$ cat src/rtl/io_bridge.sv
// io_bridge: memory-mapped I/O slave on the CPU bus (cpu_a[17:16] == 2'b11).
//   0x30000 write : push non-zero byte into the TX FIFO (zero bytes ignored)
//   0x30004 write : push 0x00 terminator and start the program-stop sequence
//   0x30000 read  : UART RX byte (0x00 when none), pulses rx_pop
//   0x30004 read  : snapshot cycle counter, return byte 0; 0x30005..7 bytes 1..3
// Ports:
//   clk_in, rst_in (async, active-high), rdy_in (bus qualifier)
//   cpu_a/cpu_dout/cpu_wr in, cpu_din/io_rd_sel_q/io_buffer_full out
//   tx_data/tx_valid out, tx_ready in (FIFO head toward UART TX)
//   rx_data/rx_valid in, rx_pop out (UART RX consume pulse)
//   tx_overflow (sticky), program_done (stop sequence finished)
// Optional feature macro: IO_CYCLE_COUNTER_EN builds the 32-bit cycle counter
// and its read snapshot; without it 0x30004..0x30007 read as 0x00.
module io_bridge #(
  parameter int unsigned FIFO_DEPTH_LOG2 = 4,
  parameter int unsigned FULL_MARGIN     = 2
) (
  input  logic        clk_in,
  input  logic        rst_in,
  input  logic        rdy_in,
  input  logic [31:0] cpu_a,
  input  logic [7:0]  cpu_dout,
  input  logic        cpu_wr,
  output logic [7:0]  cpu_din,
  output logic        io_rd_sel_q,
  output logic        io_buffer_full,
  output logic [7:0]  tx_data,
  output logic        tx_valid,
  input  logic        tx_ready,
  input  logic [7:0]  rx_data,
  input  logic        rx_valid,
  output logic        rx_pop,
  output logic        tx_overflow,
  output logic        program_done
);

  localparam int unsigned DEPTH       = 1 << FIFO_DEPTH_LOG2;
  localparam int unsigned PW          = FIFO_DEPTH_LOG2;
  localparam int unsigned CW          = FIFO_DEPTH_LOG2 + 1;
  localparam int unsigned FULL_THRESH = DEPTH - FULL_MARGIN;

  typedef enum logic [1:0] {
    ST_RUN      = 2'd0,
    ST_STOPPING = 2'd1,
    ST_DONE     = 2'd2
  } state_t;

  state_t        state_q, state_d;
  logic [PW-1:0] wr_ptr_q, rd_ptr_q;
  logic [CW-1:0] count_q, count_d;
  logic [7:0]    mem_q [DEPTH];
  logic [7:0]    cpu_din_q;
  logic          io_buffer_full_q;
  logic          tx_overflow_q;

  logic          io_acc, wr_en, rd_en;
  logic [2:0]    off;
  logic          fifo_full, pop, push_req, push, ovf;
  logic          wr_tx, wr_stop;
  logic [7:0]    push_data;
  logic [7:0]    rd_data;

  // Upper address bits are not decoded.
  logic unused_addr;
  assign unused_addr = ^{cpu_a[31:18], cpu_a[15:3]};

`ifdef IO_CYCLE_COUNTER_EN
  logic [31:0] cyc_q;
  logic [31:0] snap_q;
`endif

  // Bus decode and FIFO push/pop qualification
  always_comb begin
    io_acc    = rdy_in && (cpu_a[17:16] == 2'b11);
    off       = cpu_a[2:0];
    wr_en     = io_acc && cpu_wr && (state_q == ST_RUN);
    rd_en     = io_acc && !cpu_wr;
    fifo_full = (count_q == CW'(DEPTH));
    pop       = (count_q != '0) && tx_ready;
    wr_tx     = wr_en && (off == 3'd0) && (cpu_dout != 8'h00);
    wr_stop   = wr_en && (off == 3'd4);
    push_req  = wr_tx || wr_stop;
    push_data = wr_stop ? 8'h00 : cpu_dout;
    // A pop in the same cycle frees the slot, so a push into a full FIFO still lands.
    push      = push_req && (!fifo_full || pop);
    ovf       = push_req && fifo_full && !pop;
  end

  // Occupancy next-state; also drives io_buffer_full and the stop handshake
  always_comb begin
    count_d = count_q;
    if (push && !pop) begin
      count_d = count_q + CW'(1);
    end else if (!push && pop) begin
      count_d = count_q - CW'(1);
    end
  end

  // Stop sequence: DONE once the terminator has been taken by the UART
  always_comb begin
    state_d = state_q;
    unique case (state_q)
      ST_RUN:      if (wr_stop) state_d = ST_STOPPING;
      ST_STOPPING: if (count_d == '0) state_d = ST_DONE;
      ST_DONE:     state_d = ST_DONE;
      default:     state_d = ST_RUN;
    endcase
  end

  // Read data mux
  always_comb begin
    rd_data = 8'h00;
    unique case (off)
      3'd0: rd_data = rx_valid ? rx_data : 8'h00;
`ifdef IO_CYCLE_COUNTER_EN
      3'd4: rd_data = cyc_q[7:0];
      3'd5: rd_data = snap_q[15:8];
      3'd6: rd_data = snap_q[23:16];
      3'd7: rd_data = snap_q[31:24];
`endif
      default: rd_data = 8'h00;
    endcase
  end

  // Control/status registers and FSM
  always_ff @(posedge clk_in or posedge rst_in) begin
    if (rst_in) begin
      state_q          <= ST_RUN;
      wr_ptr_q         <= '0;
      rd_ptr_q         <= '0;
      count_q          <= '0;
      cpu_din_q        <= 8'h00;
      io_rd_sel_q      <= 1'b0;
      io_buffer_full_q <= 1'b0;
      tx_overflow_q    <= 1'b0;
    end else begin
      state_q          <= state_d;
      count_q          <= count_d;
      io_rd_sel_q      <= rd_en;
      io_buffer_full_q <= (count_d >= CW'(FULL_THRESH));
      if (push) wr_ptr_q <= wr_ptr_q + PW'(1);
      if (pop)  rd_ptr_q <= rd_ptr_q + PW'(1);
      if (ovf)  tx_overflow_q <= 1'b1;
      if (rd_en) cpu_din_q <= rd_data;
    end
  end

  // FIFO storage; contents are don't-care while the slot is empty
  always_ff @(posedge clk_in) begin
    if (push) mem_q[wr_ptr_q] <= push_data;
  end

`ifdef IO_CYCLE_COUNTER_EN
  // Free-running cycle counter and read snapshot
  always_ff @(posedge clk_in or posedge rst_in) begin
    if (rst_in) begin
      cyc_q  <= 32'd0;
      snap_q <= 32'd0;
    end else begin
      cyc_q <= cyc_q + 32'd1;
      if (rd_en && (off == 3'd4)) snap_q <= cyc_q;
    end
  end
`endif

  // Head byte is masked while empty so the output is defined after reset
  assign tx_valid       = (count_q != '0);
  assign tx_data        = tx_valid ? mem_q[rd_ptr_q] : 8'h00;
  assign rx_pop         = rd_en && (off == 3'd0) && rx_valid;
  assign cpu_din        = cpu_din_q;
  assign io_buffer_full = io_buffer_full_q;
  assign tx_overflow    = tx_overflow_q;
  assign program_done   = (state_q == ST_DONE);

endmodule

$ cat config.mk
export PLATFORM = sky130hd
export DESIGN_NAME = io_bridge
export DESIGN_NICKNAME = d
export VERILOG_FILES = /design/src/rtl/io_bridge.sv
export SDC_FILE = /design/constraint.sdc
export NUM_CORES = 1
export LEC_CHECK = 0
export CAP_MARGIN = 0
export CORE_UTILIZATION = 35
export DETAILED_ROUTE_END_ITERATION = 16
export PLACE_DENSITY = 0.62
export RECOVER_POWER = 100
export SLEW_MARGIN = 40
export SYNTH_ARGS = -nofsm -noshare
export SYNTH_HDL_FRONTEND = slang
export SYNTH_SLANG_ARGS = --single-unit
$ cat constraint.sdc
create_clock -name clk_in -period 5.4 [get_ports clk_in]
set_input_delay 1.08 -clock clk_in [delete_from_list [all_inputs] [get_ports clk_in]]
set_output_delay 1.08 -clock clk_in [all_outputs]
set_load 0.05 [all_outputs]
Yosys cells after proc, flatten, opt, wreduce, memory -nomap -nowiden

Memories as Yosys holds them, arrays and structs flattened.
Cells that the tools add are included.

Flip-flop bits (word level): 26
Bits in latches: 0
Memory bits (writable): 128
Memory bits (read-only): 0
Bits of input ports: 54
Output and inout port bits: 22
Word-level logic and storage cells: 59
Memories kept: 1

Memories:

| memory | depth | bits a word | read ports | clocked after memory_dff | wr ports | RTL line | source |
|---|---|---|---|---|---|---|---|
| mem_q  | 16    | 8           | 1          | 0                        | 1        | 51       | `logic [7:0] mem_q [DEPTH];` |

$add $sub $neg: 4
$mul: 0
Divide/modulo/power cells: 0
$lt $le $gt $ge: 1
Equality and inequality tests: 7
Shift-type cells: 0
Mux-type cells: 11
Bitwise gates (word level): 0
Reduce and logical (&&, ||, !) cells: 27

Operators by type and width:

| operator            | count |
|---|---|
| $mux 8              | 4 |
| $logic_and 1x1->1   | 15 |
| $mux 5              | 2 |
| $add 4x1->4 const B | 2 |
| $reduce_bool 8->1   | 1 |
| $pmux 2 s3          | 1 |
| $add 5x1->5 const B | 1 |
| $eq 5x5->1 const B  | 1 |
| $ge 5x4->1 const B  | 1 |
| $logic_not 5->1     | 1 |
| $reduce_bool 5->1   | 1 |
| $sub 5x1->5 const B | 1 |
| $eq 2x2->1 const B  | 2 |
| $logic_not 1->1     | 4 |
| $mux 2              | 2 |
| $ne 2x2->1 const B  | 2 |
| $eq 3x3->1 const B  | 1 |
| $logic_not 3->1     | 1 |
| $eq 2x1->1 const B  | 1 |
| $logic_not 2->1     | 1 |
| $logic_or 1x1->1    | 2 |
| $mux 1              | 2 |
| $reduce_and 2->1    | 1 |

Logic depth before layout (Yosys ltp)

Gate-level depths: netlist of run 1.

Depth in word-level cells: 15
Mapped depth: 10

Worst setup path after synthesis of run 1

OpenSTA, ideal clock, no wires.

Path type: input to output
Start point: input rdy_in
End point: output rx_pop
Arrival time: 3.579 ns
Required time: 4.320 ns
Slack: 0.741 ns
Cell stages on the path: 4
Path buffers: 1
Cell sequence: and3_1 nand2b_1 clkbuf_1 nor4_1

Longest elaborated chain between the ends: 4

RTL lines:

| element                         | RTL line | source |
|---|---|---|
| from (decl)                     | 20       | `input logic rdy_in,` |
| $logic_and 1x1->1               | 74       | `io_acc = rdy_in && (cpu_a[17:16] == 2'b11);` |
| $logic_and 1x1->1               | 77       | `rd_en = io_acc && !cpu_wr;` |
| $logic_and 1x1->1 (2 in series) | 169      | `assign rx_pop = rd_en && (off == 3'd0) && rx_valid;` |
| to (decl)                       | 32       | `output logic rx_pop,` |

Every way passes these cells.

Worst setup path after layout of run 1

Start point: register rd_ptr_q[0]
End point: output tx_data[0]

Longest elaborated chain between the ends: 2

RTL lines:

| element                | RTL line | source |
|---|---|---|
| from (decl)            | 49       | `logic [PW-1:0] wr_ptr_q, rd_ptr_q;` |
| from (signal assigned) | 142      | `if (pop) rd_ptr_q <= rd_ptr_q + PW'(1);` |
| $mem_v2 16x8           | n/a      |  |
| $mux 8                 | 168      | `assign tx_data = tx_valid ? mem_q[rd_ptr_q] : 8'h00;` |
| to (decl)              | 27       | `output logic [7:0] tx_data,` |

Every way passes these cells.

==> metrics.md, run 1 <==
| Metric | Value |
|---|---|
| WP data arrival | 3450 ps |
| Layout Skew | 8.66 ps |
| Placer Congestion | 0.748 |
| R2R setup slack | 1960 ps |
| RSZ-0062 raised after global routing | no |
| Final Hold Viols | 0 |
| Clock Pin Slew Worst Setup and Hold Paths | 60 ps |
| PD cells | 319 nW/um^2 |
| Status | finished with violations |
| Vias in the first global route | 3576 |
| Initial antenna violation count | 0 |
| Synthesized-area fraction occupied by adder cells | 2.12% |
| Worst r2r path cells | 8 |
| Top_reg_cell synth | edfxtp_1 |
| Clk buf depth | 2 |
| Synth Area per Inst | 18.7 um^2 |
| Cells after Synth | 348 |
| Clock Sink Count | 154 |
| R2r startpoint | state_q[0] |
| Setup violations, final | 0 |
| CTS buffer count | 17 |
| Crit path max fanout | 19 |
| Worst r2r dst | mem_q[7][6] |
| Post-synthesis mux area share | 14.0% |
| Min Tclk post-route | 4530 ps |
| Die ar. | 19100 um^2 |
| Cell Area, Synth | 6500 um^2 |
| Initial DRC Count | 244 |
| Cell area after layout | 7760 um^2 |
| Max Cap Viol | 0 |
| Non-Filler Instances | 649 |
| Worst slew pin tran | 1030 ps |
| Simple-gate share of the synthesized area | 7.74% |
| Synth Area in Compound Gates | 3.74% |
| Final #Nets | 472 |
| Synth cell types | 48 |
| TritonCTS clock tree | built |
| Max-slew headroom | 31.3% |
| Initial Utilization | 35.9% |
| Critical Path RT | 4320 ps |
| CP Launch Point | rd_ptr_q[0] |
| H-tree levels | 4 |
| Post_cts resized | 0 |
| Asr flop ratio synth | 16.9% |
| Largest net degree at the start of global routing | 27 |
| Largest family of logic cells by synthesized area | multiplexers |
| Vias/cell | 5.25 |
| Register area share after synthesis | 69.2% |
| Synth-to-layout area growth | 19.4% |
| Via Count | 3407 |
| IO buf count | 48 |
| Yosys reg bits | 154 |
| Period utilization | 83.8% |
| Share of layout cells above drive strength 1 | 20.2% |
| Crit. End Element | primary output |
| HP Class | reg -> reg |
| Later-pin clock latency in the skew report | 420 ps |
| DP Wirelength | 8640 um |
| Synth warn | 0 |
| Routed WL per cell | 20.3 um |
| Root buffer cell | clkbuf_16 |
| Die Y-Extent | 138 um |
| Max VDD drop | 0.000199 V |
| Critical Path Start Type | flip-flop |
| GRT Total Usage | 14.9% |
| XOR/XNOR share of the synthesized area | 1.58% |
| Core box area | 18100 um^2 |
| Ports | 76 |
| CP endpoint | tx_data[0] |
| Floorplan row count | 49 |
| Syn Nets | 413 |
| Placed Instance Area | 7270 um^2 |
| Final Max Slew Viols | 0 |
| GRT met1 Usage | 19.1% |
| Fill count | 1554 |
| N_diodes | 0 |
| Die W | 138 um |
| ANT nets after route | 0 |
| TritonRoute pass-1 iters | 10 |
| Leak pwr | 2.66 nW |
| GR Layer Usage met2 | 24.5% |
| Inst Count DP | 617 |
| Total congestion overflow | 0 |
| Global-route wire length before repair | 20800 um |
| Total negative slack | 0 ps |
| Gr busiest metal | met2 |
| Setup CP Type | reg -> out |
| Worst hold path startpoint | tx_overflow |
| EDFF count, synth | 128 |
| Postcts setup bufs | 0 |
| Failing checks | design-rule violations |
| Routed wire length | 13200 um |
| Grt met3 use | 3.74% |
| DRC violations left | 6 |
| Hold bufs inserted after CTS | 0 |
| Max Freq | 221 MHz |
## cells by family (layout without fill, tap and decap cells)
| family | after synthesis | in the layout |
|---|---|---|
| buffers and inverters | 28 | 100 |
| adder cells (fa/ha/maj) | 11 | 11 |
| AO/OA/AOI/OAI | 26 | 26 |
| XOR/XNOR | 10 | 10 |
| multiplexers | 41 | 41 |
| AND/OR/NAND/NOR | 78 | 78 |
| flip-flops | 154 | 154 |
## stage by stage
stage	hold slack [ps]	worst slack, ps	power (mW)	util, %
final	466	873	2.48	42.9
after global routing	502	712	2.55	42.9
after CTS	476	841	2.50	43.3
after detailed placement	459	1300	1.38	40.2
after global placement	457	1290	1.37	40.2
after floorplan	526	741	1.34	-
## cells in the final DEF, fill, tap and decap left out, types with 2 or more instances in the layout
master,instances
edfxtp_1,128
dlygate4sd3_1,24
xnor2_1,7
and2_1,9
o21ai_0,2
nand4_1,3
a22o_1,8
nor3_1,4
nand2b_1,3
and3_1,5
nor2_1,5
clkinv_2,2
xor2_1,3
clkinvlp_4,3
or4_1,2
clkbuf_16,17
nor4_1,2
a22oi_1,2
o211ai_1,2
and2_0,16
and4_1,4
nand2_1,13
ha_1,11
nor3b_1,2
inv_6,5
clkdlybuf4s50_1,23
dfrtp_1,24
nand4b_1,2
clkbuf_1,5
buf_4,2
clkinv_4,2
mux4_2,40
inv_1,13
a31oi_1,4
dfrtp_2,2
## worst min path at each step
stage / end / slack, ps / cells after the start
floorplan: state_q[0] / 530 / 2
global placement: tx_overflow / 460 / 1
detailed placement: tx_overflow / 460 / 1
CTS: tx_overflow / 480 / 1
global route: tx_overflow / 500 / 1
finish: tx_overflow / 470 / 1
## flip-flops by register name, summed over array words and instances, names as in the netlist
register	cells
count_q	5
cpu_din	8
io_buffer_full	1
io_rd_sel_q	1
mem_q	128
rd_ptr_q	4
state_q	2
tx_overflow	1
wr_ptr_q	4
## metal layers
layer / vias up / part of all wire, % / wire length, um
met5: - / 0 / 0
met4: 0 / 1.4 / 178
met3: 15 / 5.6 / 739
met2: 106 / 50 / 6590
met1: 1771 / 43 / 5640
li1: 1515 / - / -
## synthesized netlist by cell type, drive strengths merged, types with 2 or more instances
library cell | n | area share, %
nor3b | 2 | 0.23
and2 | 25 | 2.4
or4 | 3 | 0.52
inv | 13 | 0.75
mux4 | 40 | 14
nand4b | 2 | 0.27
a22oi | 2 | 0.31
and3 | 5 | 0.48
edfxtp | 128 | 59
buf | 4 | 0.25
nor3 | 5 | 0.46
a31oi | 4 | 0.39
o21ai | 3 | 0.29
and4 | 4 | 0.54
dfrtp | 26 | 10
nand2b | 3 | 0.29
nand2 | 13 | 0.79
nand4 | 3 | 0.29
a22o | 8 | 1.1
a31o | 2 | 0.27
xor2 | 3 | 0.64
ha | 11 | 2.1
clkbuf | 11 | 0.64
nor2 | 5 | 0.29
o211ai | 2 | 0.31
xnor2 | 7 | 0.94
nor4 | 3 | 0.52
## where the power goes
group	total, mW	leakage [nW]	internal (mW)	switching, mW
Sequential	1.29	1.49	1.29	0.00114
Clock	1.13	0.270	0.641	0.490
Combinational	0.0563	0.898	0.0224	0.0339
Total	2.48	2.66	1.95	0.525
## final cells by class
| type | instances | area, um^2 | area share, % |
|---|---|---|---|
| timing repair buffer | 55 | 524 | 6.75 |
| sequential | 154 | 4500 | 57.9 |
| clock inverter | 15 | 139 | 1.79 |
| tap | 229 | 287 | 3.69 |
| multi-input combinational | 166 | 1840 | 23.7 |
| clock buffer | 17 | 425 | 5.48 |
| inverter | 13 | 48.8 | 0.629 |
## worst max-delay path, cell delays in order (launching register included)
cell           delay [ps]
dfrtp_2               740
buf_12                280
mux4_2                580
mux4_2                470
and2_1                170
dlygate4sd3_1         760
No activity file was read; power rests on OpenSTA's default activity.
==> run 2, diff against run 1 <==
--- a/config.mk
+++ b/config.mk
@@ -8,7 +8,7 @@
 export CAP_MARGIN = 0
 export CORE_UTILIZATION = 35
 export DETAILED_ROUTE_END_ITERATION = 16
-export PLACE_DENSITY = 0.62
+export PLACE_DENSITY = 0.64
 export RECOVER_POWER = 100
 export SLEW_MARGIN = 40
 export SYNTH_ARGS = -nofsm -noshare
==> constraint.sdc (replaced) <==
create_clock -name clk_in -period 4.1 [get_ports clk_in]
set_input_delay 0.82 -clock clk_in [delete_from_list [all_inputs] [get_ports clk_in]]
set_output_delay 0.82 -clock clk_in [all_outputs]
set_load 0.05 [all_outputs]
==> run 2 against run 1 <==
Compared with the run above:
- flip-flop and latch count unchanged
- count of clock-buffer cells in the layout up 12
- critical path type unchanged
- critical endpoint unchanged
- global-route usage up 0.37 points
- the flow still finishes with violations (design-rule violations)
- first-iteration DRC count down 21%
- via count up 0.29%
- design area up 0.23%
- highest routed layer unchanged
- wire length up 4.0%
==> metrics.md, run 2 (synthesis results as in run 1) <==
| Metric | Value |
|---|---|
| Via Count | 3417 (+0.29%) |
| Later-pin clock latency in the skew report | 420 ps (about the same) |
| Post_cts resized | 1 (+1) |
| Layout Skew | 6.64 ps (-2.02 ps) |
| Period utilization | 96.4% |
| Top reg by flops | mem_q |
| RSZ-0062 raised after global routing | no |
| HP Class | reg -> reg |
| Synth-to-layout area growth | 19.7% |
| Root buffer cell | clkbuf_16 |
| Most common cell after layout, fill and taps aside | edfxtp_1 |
| Max VDD drop | 0.000292 V (+47%) |
| Failing checks | design-rule violations |
| Largest net degree at the start of global routing | 36 (+33%) |
| Initial DRC Count | 192 (-21%) |
| Routed WL per cell | 20.8 um (+2.6%) |
| Final Hold Viols | 0 (unchanged) |
| Setup violations, final | 0 (unchanged) |
| Vias/cell | 5.19 (-1.1%) |
| Most frequent cells in the layout | 128 x edfxtp_1, 40 x mux4_2, 30 x clkdlybuf4s50_1 |
| Gr busiest metal | met2 |
| WP data arrival | 3130 ps (-320 ps) |
| Clk buf depth | 2 (unchanged) |
| Status | finished with violations |
| Worst r2r dst | state_q[1] |
| N_diodes | 0 (unchanged) |
| Hold Path End | tx_overflow |
| Worst hold path startpoint | tx_overflow |
| Cell area after layout | 7780 um^2 (+0.23%) |
| Total negative slack | 0 ps (unchanged) |
| Die W | 138 um (unchanged) |
| Crit. End Element | primary output |
| Total congestion overflow | 0 (unchanged) |
| Final #Nets | 481 (+1.9%) |
| Fill count | 1594 (+2.6%) |
| Critical Path Start Type | flip-flop |
| PD cells | 410 nW/um^2 (+28%) |
| TritonRoute pass-1 iters | 13 (+3) |
| Pre-CTS WS | 431 ps (-869 ps) |
| R2R setup slack | 420 ps (-1540 ps) |
| Ports | 76 (unchanged) |
| Global-route wire length before repair | 21100 um (+1.6%) |
| Crit path max fanout | 14 (-5) |
| DRC violations left | 4 (-2) |
| Final worst slack | 149 ps (-723 ps) |
| WHS Path Cells | 1 (unchanged) |
| Leak pwr | 2.64 nW (-0.71%) |
| H-tree levels | 4 (unchanged) |
| Largest register FFs | 128 (unchanged) |
| Worst r2r path cells | 9 (+1) |
| Initial Utilization | 35.9% (unchanged) |
| Max Freq | 253 MHz |
| Die Y-Extent | 138 um (unchanged) |
| Routed wire length | 13700 um (+4.0%) |
| Hold bufs inserted after CTS | 0 (unchanged) |
| CTS buffer count | 17 (unchanged) |
| Die ar. | 19100 um^2 (unchanged) |
| Final Max Slew Viols | 0 (unchanged) |
| Critical Path RT | 3280 ps (-1040 ps) |
| Initial antenna violation count | 0 (unchanged) |
| IO buf count | 48 (unchanged) |
| Core box area | 18100 um^2 (unchanged) |
| Max Cap Viol | 0 (unchanged) |
| Share of layout cells above drive strength 1 | 18.6% (-1.6 points) |
| Clock Pin Slew Worst Setup and Hold Paths | 60 ps (about the same) |
| GRT Total Usage | 15.3% (+0.37 points) |
| GRT met1 Usage | 19.0% (-0.042 points) |
| Grt met3 use | 3.64% (-0.10 points) |
| ANT nets after route | 0 (unchanged) |
| Placed Instance Area | 7370 um^2 (+1.3%) |
| R2r startpoint | count_q[0] |
| DP Wirelength | 8960 um (+3.7%) |
| Placer Congestion | 0.832 (+11%) |
| Postcts setup bufs | 0 (unchanged) |
| Worst slew pin tran | 1010 ps (-22.3 ps) |
| Clock Sink Count | 154 (unchanged) |
| Setup CP Type | reg -> out |
| Vias in the first global route | 3676 (+2.8%) |
| Floorplan row count | 49 (unchanged) |
| GR Layer Usage met2 | 25.6% (+1.1 points) |
| Max-slew headroom | 32.8% (+1.5 points) |
| Min Tclk post-route | 3950 ps |
| TritonCTS clock tree | built |
[run 2: worst max-delay path, cell delays in order (launching register included)]
cell             delay (ps)
dfrtp_4                 610
buf_12                  220
mux4_2                  530
mux4_2                  460
and2_0                  180
clkdlybuf4s50_1         710
[run 2: cell type report]
| type | count | area [um^2] | share of cell area (%) |
|---|---|---|---|
| flip-flops and latches | 154 | 4500 | 57.8 |
| well taps | 229 | 287 | 3.68 |
| multi-input cells | 166 | 1840 | 23.6 |
| clock buffers | 29 | 520 | 6.69 |
| inverters | 13 | 48.8 | 0.627 |
| clock inverters | 3 | 15.0 | 0.193 |
| repair buffers | 64 | 573 | 7.37 |
[run 2: power breakdown]
| part | leakage (nW) | switching (mW) | total [mW] | internal [mW] |
|---|---|---|---|---|
| clock | 0.265 | 0.562 | 1.41 | 0.852 |
| combinational | 0.883 | 0.0436 | 0.0730 | 0.0294 |
| sequential | 1.49 | 0.00157 | 1.70 | 1.70 |
| total | 2.64 | 0.607 | 3.19 | 2.58 |
[run 2: how the worst max path moves through the flow]
stage | to | startpoint | slack (ps)
global placement | tx_data[1] | rd_ptr_q[0] | 450
global route | tx_data[2] | rd_ptr_q[0] | 30
finish | tx_data[0] | rd_ptr_q[0] | 150
floorplan | tx_data[5] | rd_ptr_q[0] | 750
detailed placement | tx_data[1] | rd_ptr_q[0] | 430
CTS | tx_data[1] | rd_ptr_q[0] | 80
[run 2: metrics by stage]
stage	power (mW)	std cells	hold slack [ps]	utilization (%)
2_1_floorplan	1.76	348	526	-
3_3_place_gp	1.81	626	463	40.7
3_5_place_dp	1.81	626	459	40.7
4_1_cts	3.23	658	475	43.7
5_1_grt	3.29	658	508	43.0
6_report	3.19	658	467	43.0
[run 2: per-layer routing]
layer / vias up / part of all wire, %
li1: 1533 / -
met1: 1743 / 41
met2: 120 / 51
met3: 21 / 5.5
met4: 0 / 2.4
met5: - / 0
